$ cat src/rtl/loader_pkg.sv
// Shared definitions for the program loader: loader FSM state encoding and
// the instruction-memory / word-count geometry.
package loader_pkg;

    localparam int IMEM_ADDR_W = 10;    // instruction memory word address width
    localparam int MAX_WORDS   = 1024;  // largest legal program, in words
    localparam int COUNT_W     = 11;    // wide enough to hold MAX_WORDS itself
    localparam int BYTE_W      = 8;
    localparam int WORD_W      = 32;

    typedef enum logic [2:0] {
        S_IDLE,
        S_CNT_HI,
        S_CNT_LO,
        S_DATA,
        S_WRITE,
        S_DONE,
        S_ERROR
    } state_t;

endpackage

$ cat src/rtl/program_loader_byte_packer.sv
// byte_packer: assembles big-endian 32-bit words from a byte stream.
//   i_clk        : clock
//   i_rst_n      : synchronous active-low reset (clears everything)
//   i_clr        : restart word alignment for a new load (word output kept)
//   i_shift      : accept i_byte this cycle
//   i_byte       : incoming byte, first byte of a word lands in [31:24]
//   o_word       : last completed word; holds until the next word completes
//   o_word_ready : this cycle's shift completes a word (combinational)
module byte_packer
    import loader_pkg::*;
(
    input  logic              i_clk,
    input  logic              i_rst_n,
    input  logic              i_clr,
    input  logic              i_shift,
    input  logic [BYTE_W-1:0] i_byte,
    output logic [WORD_W-1:0] o_word,
    output logic              o_word_ready
);

    // The first three bytes are staged; the fourth goes straight into the
    // output word, so the word is visible the cycle after its last byte.
    logic [WORD_W-BYTE_W-1:0] r_shift;
    logic [1:0]               r_cnt;
    logic [WORD_W-1:0]        r_word;

    assign o_word_ready = i_shift && (r_cnt == 2'd3);
    assign o_word       = r_word;

    always_ff @(posedge i_clk) begin
        if (!i_rst_n) begin
            r_shift <= '0;
            r_cnt   <= '0;
            r_word  <= '0;
        end else if (i_clr) begin
            // r_word is left alone: it drives the memory data bus, which
            // must not change outside a write.
            r_shift <= '0;
            r_cnt   <= '0;
        end else if (i_shift) begin
            r_shift <= {r_shift[WORD_W-2*BYTE_W-1:0], i_byte};
            r_cnt   <= r_cnt + 2'd1;
            if (o_word_ready) begin
                r_word <= {r_shift, i_byte};
            end
        end
    end

endmodule

$ cat src/rtl/program_loader.sv
// program_loader: receives a length-prefixed byte stream and writes it into
// instruction memory, holding the CPU until the load completes.
//   i_clock        : system clock
//   i_reset        : synchronous active-low reset
//   i_start        : one-cycle pulse, starts a load from IDLE or DONE
//   i_rx_data      : stream byte; i_rx_valid qualifies it
//   o_rx_ready     : byte accepted when i_rx_valid && o_rx_ready
//   o_imem_we/addr/wdata : instruction memory write port, one strobe per word
//   o_cpu_hold     : low only once a load has completed
//   o_done         : load complete (level until next start/reset)
//   o_error        : word count above MAX_WORDS (level until reset)
//   o_words_loaded : words written in the current load
// All outputs are registered, decoded from the next state.
module program_loader
    import loader_pkg::*;
(
    input  logic                   i_clock,
    input  logic                   i_reset,
    input  logic                   i_start,
    input  logic [7:0]             i_rx_data,
    input  logic                   i_rx_valid,
    output logic                   o_rx_ready,
    output logic                   o_imem_we,
    output logic [IMEM_ADDR_W-1:0] o_imem_addr,
    output logic [31:0]            o_imem_wdata,
    output logic                   o_cpu_hold,
    output logic                   o_done,
    output logic                   o_error,
    output logic [COUNT_W-1:0]     o_words_loaded
);

    state_t                 r_state, w_state_nxt;
    logic [COUNT_W-1:0]     r_count, r_words, w_words_inc, w_count_full;
    logic [IMEM_ADDR_W-1:0] r_addr;
    logic                   r_rx_ready, r_imem_we, r_cpu_hold, r_done, r_error;
    logic                   w_rx_ready_nxt, w_imem_we_nxt, w_cpu_hold_nxt;
    logic                   w_done_nxt, w_error_nxt;
    logic                   w_accept, w_start_ld, w_shift, w_word_ready;
    logic [WORD_W-1:0]      w_word;

    assign w_accept     = i_rx_valid && r_rx_ready;
    assign w_shift      = w_accept && (r_state == S_DATA);
    assign w_words_inc  = r_words + COUNT_W'(1);
    // Full count as it will be once the low byte is taken this cycle.
    assign w_count_full = {r_count[COUNT_W-1:8], i_rx_data};

    byte_packer u_packer (
        .i_clk        (i_clock),
        .i_rst_n      (i_reset),
        .i_clr        (w_start_ld),
        .i_shift      (w_shift),
        .i_byte       (i_rx_data),
        .o_word       (w_word),
        .o_word_ready (w_word_ready)
    );

    always_comb begin
        w_state_nxt = r_state;
        w_start_ld  = 1'b0;
        case (r_state)
            S_IDLE, S_DONE: begin
                if (i_start) begin
                    w_state_nxt = S_CNT_HI;
                    w_start_ld  = 1'b1;
                end
            end
            S_CNT_HI: if (w_accept) w_state_nxt = S_CNT_LO;
            S_CNT_LO: begin
                if (w_accept) begin
                    if (w_count_full == '0)
                        w_state_nxt = S_DONE;
                    else if (w_count_full > COUNT_W'(MAX_WORDS))
                        w_state_nxt = S_ERROR;
                    else
                        w_state_nxt = S_DATA;
                end
            end
            S_DATA:  if (w_word_ready) w_state_nxt = S_WRITE;
            S_WRITE: w_state_nxt = (w_words_inc == r_count) ? S_DONE : S_DATA;
            S_ERROR: w_state_nxt = S_ERROR;
            default: w_state_nxt = S_IDLE;
        endcase

        w_rx_ready_nxt = (w_state_nxt == S_CNT_HI) || (w_state_nxt == S_CNT_LO) ||
                         (w_state_nxt == S_DATA);
        w_imem_we_nxt  = (w_state_nxt == S_WRITE);
        w_cpu_hold_nxt = (w_state_nxt != S_DONE);
        w_done_nxt     = (w_state_nxt == S_DONE);
        w_error_nxt    = (w_state_nxt == S_ERROR);
    end

    always_ff @(posedge i_clock) begin
        if (!i_reset) begin
            r_state    <= S_IDLE;
            r_count    <= '0;
            r_words    <= '0;
            r_addr     <= '0;
            r_rx_ready <= 1'b0;
            r_imem_we  <= 1'b0;
            r_cpu_hold <= 1'b1;
            r_done     <= 1'b0;
            r_error    <= 1'b0;
        end else begin
            r_state    <= w_state_nxt;
            r_rx_ready <= w_rx_ready_nxt;
            r_imem_we  <= w_imem_we_nxt;
            r_cpu_hold <= w_cpu_hold_nxt;
            r_done     <= w_done_nxt;
            r_error    <= w_error_nxt;
            if (w_start_ld) begin
                r_count <= '0;
                r_words <= '0;
            end
            if (w_accept && r_state == S_CNT_HI) r_count[COUNT_W-1:8] <= i_rx_data[2:0];
            if (w_accept && r_state == S_CNT_LO) r_count[7:0] <= i_rx_data;
            if (r_state == S_WRITE) r_words <= w_words_inc;
            // Address is the pre-increment word count, latched entering WRITE.
            if (w_state_nxt == S_WRITE) r_addr <= r_words[IMEM_ADDR_W-1:0];
        end
    end

    assign o_rx_ready     = r_rx_ready;
    assign o_imem_we      = r_imem_we;
    assign o_imem_addr    = r_addr;
    assign o_imem_wdata   = w_word;
    assign o_cpu_hold     = r_cpu_hold;
    assign o_done         = r_done;
    assign o_error        = r_error;
    assign o_words_loaded = r_words;

endmodule

$ cat config.mk
export PLATFORM = sky130hd
export DESIGN_NAME = program_loader
export DESIGN_NICKNAME = d
export VERILOG_FILES = /design/src/rtl/loader_pkg.sv /design/src/rtl/program_loader_byte_packer.sv /design/src/rtl/program_loader.sv
export SDC_FILE = /design/constraint.sdc
export NUM_CORES = 1
export LEC_CHECK = 0
export ABC_AREA = 1
export CELL_PAD_IN_SITES_DETAIL_PLACEMENT = 0
export CELL_PAD_IN_SITES_GLOBAL_PLACEMENT = 1
export CORE_AREA = 2 2 107 109
export DETAILED_ROUTE_END_ITERATION = 6
export DIE_AREA = 0 0 109 111
export PLACE_DENSITY_LB_ADDON = 0.1
export SYNTH_ARGS = -nofsm -noshare
export SYNTH_HDL_FRONTEND = slang
export SYNTH_SLANG_ARGS = --single-unit
$ cat constraint.sdc
create_clock -name i_clock -period 1.96 [get_ports i_clock]
set_input_delay 0.49 -clock i_clock [delete_from_list [all_inputs] [get_ports i_clock]]
set_output_delay 0.49 -clock i_clock [all_outputs]
set_load 0.01 [all_outputs]
Yosys cells after proc, flatten, opt, wreduce, memory -nomap -nowiden. Index checks and enable logic that the tools add are counted.

Add/sub/neg operators: 2. Bitwise operators: 2. Magnitude comparators: 1. Reduce and logical (&&, ||, !) cells: 15. Equal/unequal tests: 15. Multiplexer cells: 14.

Operators by type and width (number): $mux 3 (8); $mux 11 (2); $eq 3x3->1 const B (6); $pmux 3 s6 (1); $eq 3x2->1 const B (4); $add 11x1->11 const B (1); $eq 11x11->1 (1); $gt 11x11->1 const B (1); $logic_not 11->1 (1); $mux 8 (1); $eq 3x1->1 const B (2); $reduce_bool 2->1 (3); $logic_and 1x1->1 (5); $reduce_or 2->1 (2); $logic_not 3->1 (1); $ne 3x3->1 const B (1); $reduce_and 3->1 (1); $add 2x1->2 const B (1); $eq 2x2->1 const B (1); $logic_or 1x1->1 (2); $mux 1 (2); $not 1->1 (2).

Bits in registers: 98. Logic and storage cells: 62. Output and inout port bits: 58.

Logic depth before layout (Yosys ltp). Gate-level depths: netlist (run 1).

Word-level depth: 8. Depth in mapped cells: 15. Depth with buffers taken out: 15.

Modules after synthesis. From an unflattened synthesis (run 1), not the netlist that was laid out.

Cell total of the unflattened synthesis: 652. Area total of the unflattened synthesis: 4398.0 µm².

By module, submodules not included: byte_packer (area an instance 2265.9 µm², instances 1, cells an instance 319); program_loader (area an instance 2132.0 µm², instances 1, cells an instance 333).

Worst setup path before layout (run 1). OpenSTA, ideal clock, no wires.

Path type: flip-flop to flip-flop. From: reg r_words[0] (netlist: o_words_loaded[0]). To: reg r_rx_ready (netlist: o_rx_ready). Clock period less this slack: 1812 ps. Required time: 1847 ps. Buffers on the path: 0. Path slack: 148 ps. Cell stages (with the launch flop): 15. Arrival time: 1699 ps. Path through: dfxtp_1 -> ha_1 -> nand2_2 -> nor2_4 -> nand2_2 -> o21ai_2 -> nand2_1 -> nand2_1 -> nand2_1 -> nor2_2 -> nand2_1 -> nand2_2 -> nand3_1 -> nand2_1 -> nor2_1.

Cells in the longest elaborated chain, start to end: 7. Elaborated cells between the ends (all ways): 9. Those cells by class: 1 x add/sub; 4 x eq/ne; 2 x mux; 2 x reduce/logical.

Ends and longest elaborated chain: from (decl) (RTL line program_loader.sv:33) `logic [COUNT_W-1:0] r_count, r_words, w_words_inc, w_count_full;`; from (signal assigned) (RTL line program_loader.sv:116) `if (r_state == S_WRITE) r_words <= w_words_inc;`; $add 11x1->11 (*) (RTL line program_loader.sv:43) `assign w_words_inc = r_words + COUNT_W'(1);`; $eq 11x11->1 (*) (RTL line program_loader.sv:79) `S_WRITE: w_state_nxt = (w_words_inc == r_count) ? S_DONE : S_DATA;`; $mux 3 (*) (RTL line program_loader.sv:79); $pmux 3 s6 (*) (RTL line program_loader.sv:60) `case (r_state)`; $eq 3x1->1 / $eq 3x2->1 (equally long branches) (RTL line program_loader.sv:84) `w_rx_ready_nxt = (w_state_nxt == S_CNT_HI) || (w_state_nxt == S_CNT_LO) ||`; $logic_or 1x1->1 (RTL line program_loader.sv:84); $logic_or 1x1->1 (*) (RTL line program_loader.sv:84); to (signal assigned) (RTL line program_loader.sv:105) `r_rx_ready <= w_rx_ready_nxt;`; to (decl) (RTL line program_loader.sv:35) `logic r_rx_ready, r_imem_we, r_cpu_hold, r_done, r_error;`.

Mark *: on every way between the ends. The rest lies on a longest branch, timed or not. A chain may end at the register's enable or synchronous reset.

Final worst setup path (run 1).
From: in i_rx_data[7]. To: reg r_rx_ready (netlist: o_rx_ready).

Cells in the longest elaborated chain, start to end: 8. Elaborated cells between the ends (all ways): 11. Those cells by class: 1 x order compare; 3 x eq/ne; 4 x mux; 3 x reduce/logical.

Ends and longest elaborated chain: from (decl) (RTL line program_loader.sv:20) `input logic [7:0] i_rx_data,`; $gt 11x11->1 (RTL line program_loader.sv:72) `else if (w_count_full > COUNT_W'(MAX_WORDS))`; $mux 3 (RTL line program_loader.sv:72); $mux 3 (*) (RTL line program_loader.sv:70) `if (w_count_full == '0)`; $mux 3 (*) (RTL line program_loader.sv:69) `if (w_accept) begin`; $pmux 3 s6 (*) (RTL line program_loader.sv:60); $eq 3x1->1 / $eq 3x2->1 (equally long branches) (RTL line program_loader.sv:84); $logic_or 1x1->1 (RTL line program_loader.sv:84); $logic_or 1x1->1 (*) (RTL line program_loader.sv:84).

Marks and branches as above.

==> results.cfg, run 1 <==
[timing]
period_share_pct = 97.2
setup_violations = 0
layout_min_cycle_time_ns = 1.90
clock-skew-final_ns = 0.00987
clock.fmax_ghz = 0.525
finalSetupTns_ns = 0
finalMaxSlewViolations = 0
worst_pin_slew_ns = 0.463
slew_headroom_pct = 69.1
rsz0062_at_grt = true
final_hold_viol_count = 0

[global_routing]
grt_pass1_wl_um = 18900
grt_pass1_vias = 3800
grt_max_degree = 56
antenna_found_initial = 0
gr-total-overflow = 0
track_usage_pct = 19.9

[logic_synthesis]
synthesis.nets = 575
syn_area_um2 = 4080
ys_types = 29
synthAdderAreaFrac_pct = 0.613
synth_top_family_by_area = simple AND/OR/NAND/NOR gates
yosysSeqAreaShare_pct = 48.1
synthMuxAreaShare_pct = 0
syn_avg_cell_area_um2 = 7.27
synth_xor_xnor_area_share_pct = 1.29
synthCells = 561
synth-simple-area-share_pct = 32.0
yosys_warnings = 0
ys_ff_latch = 98
synth_compound_area_share_pct = 12.3

[worst_setup_path]
crit_chain = clkdlybuf4s50_1, or2_2, nor3_2, nand4_1, a21oi_1, buf_4, nand3_2, nand2_1, nor2_1
arrival_ns = 2.14
critPathKind = input port to flop
worst_r2r_endpoint = o_rx_ready$_SDFF_PN0_
r2r_start = o_words_loaded[0]$_SDFFE_PN0P_
cpPeakStageDelay_ns = 0.45
crit_slowest_cell = clkdlybuf4s50_1
crit_path_end_kind = flop
reg2reg_slack_ns = 0.09
cp_max_fo = 4
cp-start-kind = input port
r2r_cells = 14
required_ns = 2.20

[route]
wl_per_cell_um = 14.3
dr_total_vias = 3917
routed_wl_um = 11400
viasPerCell = 4.93
drc = 0
drtPass1Iterations = 4
drtIter0Drc = 208
detail-route-antenna-nets = 0

[clock_tree]
cts_sinks = 98
clock_path_buffers = 2
worstSkewPairLatency_ns = 0.35
clk_pin_slew_ns = 0.07
cts_tree = done
root_buffer = clkbuf_16
numCtsBuffers = 9
h-tree-depth = 3

[die]
die_x_um = 109
dieHeight_um = 111
pin_count = 70
core-area_um2 = 11100
die_area_um2 = 12100
rows = 39
start_util_pct = 36.8

[final_layout]
layout.cells.non_filler = 795
area_growth_pct = 36.1
drive_gt1_share_pct = 14.7
layout_commonest_cell = nand2_1
finalInstanceArea_um2 = 5550
layout_common_cells = 163 x nand2_1, 92 x a21oi_1, 90 x dfxtp_1
antenna_cells = 0
utilization_pct = 50.1
final_nets = 661

[min_path]
hold-path-endpoint = u_packer.o_word[19]$_SDFFE_PN0P_
hold_depth = 2
min_from = u_packer.o_word[19]$_SDFFE_PN0P_
hp-class = flop to flop

[pwr]
power_density_nw_per_um2 = 719
irDropWorstVdd_mv = 0.434
p_leak_nw = 1.89

[status]
status = finished, final reports clean

[flow_run]
cap_violations = 0

[place]
routabilityCongestion = 0.897
dp_hpwl_um = 8100
portBuffers = 69
dp.cells = 779
placed_cell_area_um2 = 5170
-- synthesized netlist by cell type, drive strengths merged --
master	n	share of area (%)
clkinv	3	0.28
nand3	84	10
buf	7	0.74
ha	2	0.61
nand4	6	1.1
o21ai	6	0.83
inv	28	2.6
dfxtp	98	48
xor2	4	0.86
a21oi	92	11
nand3b	1	0.18
or2	3	0.46
nand2	172	16
nor3	1	0.25
xnor2	2	0.43
nor2	28	3.4
o211ai	1	0.18
clkbuf	23	2.1
-- per-layer routing --
metal | track usage [%] | part of all wire (%)
met1 | 27.5 | 48
met2 | 30.7 | 46
met3 | 4.35 | 4.1
met4 | 6.41 | 1.2
met5 | 0 | 0
-- timing repair --
item | CTS | global route
resized for setup | 0 | 27
hold endpoints to repair | 0 | 0
hold buffers | 0 | 0
endpoints found under the setup margin | 0 | 10
buffers inserted | 0 | 0
-- through the flow --
step	setup slack [ns]	power, mW	hold slack [ns]
6_report	0.0556	3.99	0.462
3_5_place_dp	-0.277	2.26	0.454
5_1_grt	-0.0725	4.14	0.479
2_1_floorplan	0.148	2.14	0.442
4_1_cts	0.00185	4.04	0.465
3_3_place_gp	-0.226	2.26	0.449
-- logic make-up (layout without fill, tap and decap cells) --
| group | Yosys count | count (layout) |
|---|---|---|
| xor+xnor | 6 | 6 |
| buf+inv | 61 | 152 |
| compound gates | 99 | 99 |
| fa+ha+maj | 2 | 2 |
| simple gates | 295 | 295 |
| flops | 98 | 98 |
-- flip-flops by register name, indices dropped and copies added (netlist names) --
name / flops
u_packer.r_shift: 24
o_words_loaded: 11
o_imem_we: 1
o_error: 1
o_rx_ready: 1
u_packer.o_word: 32
o_imem_addr: 10
o_cpu_hold: 1
u_packer.r_cnt: 2
r_state: 3
r_count: 11
o_done: 1
-- final cells by class --
| type | count | area (µm²) |
|---|---|---|
| flip-flops and latches | 98 | 1970 |
| multi-input cells | 402 | 1960 |
| clock inverters | 5 | 62.6 |
| well taps | 143 | 179 |
| repair buffers | 105 | 1030 |
| clock buffers | 11 | 233 |
| fillers | 1135 | 5530 |
| inverters | 31 | 116 |
-- power breakdown --
part           total [mW]  switching [mW]  leakage, nW  internal, mW
Sequential           2.00         0.00802        0.794          2.00
Clock                1.78           0.779        0.137          1.00
Combinational       0.207           0.125        0.957        0.0822
Total                3.99           0.912         1.89          3.08
-- how the worst max path moves through the flow --
stage,end,start,cells after the start
finish,o_rx_ready$_SDFF_PN0_,i_rx_data[7],9
global route,o_rx_ready$_SDFF_PN0_,o_words_loaded[0]$_SDFFE_PN0P_,14
CTS,o_words_loaded[0],o_words_loaded[0]$_SDFFE_PN0P_,2
detailed placement,o_rx_ready$_SDFF_PN0_,i_rx_data[7],9
global placement,o_cpu_hold$_SDFF_PN1_,i_rx_data[7],8
floorplan,o_rx_ready$_SDFF_PN0_,o_words_loaded[0]$_SDFFE_PN0P_,14
-- critical path: cells and delay by family --
kind / cells / cell delay [ns]
compound gates: 1 / 0.16
buf+inv: 2 / 0.61
simple gates: 6 / 0.90
No activity file was read; power rests on OpenSTA's default activity.
==> run 2, diff against run 1 <==
Settings changed: HOLD_SLACK_MARGIN from default to 0.02.
==> results of run 2 <==
No change in the layout: final DEF, timing and power equal those of run 1.
==> run 3, diff against run 2 <==
Settings changed: HOLD_SLACK_MARGIN 0.02 to 0.05.
==> results of run 3 <==
No change in the layout: final DEF, timing and power equal those of run 1.
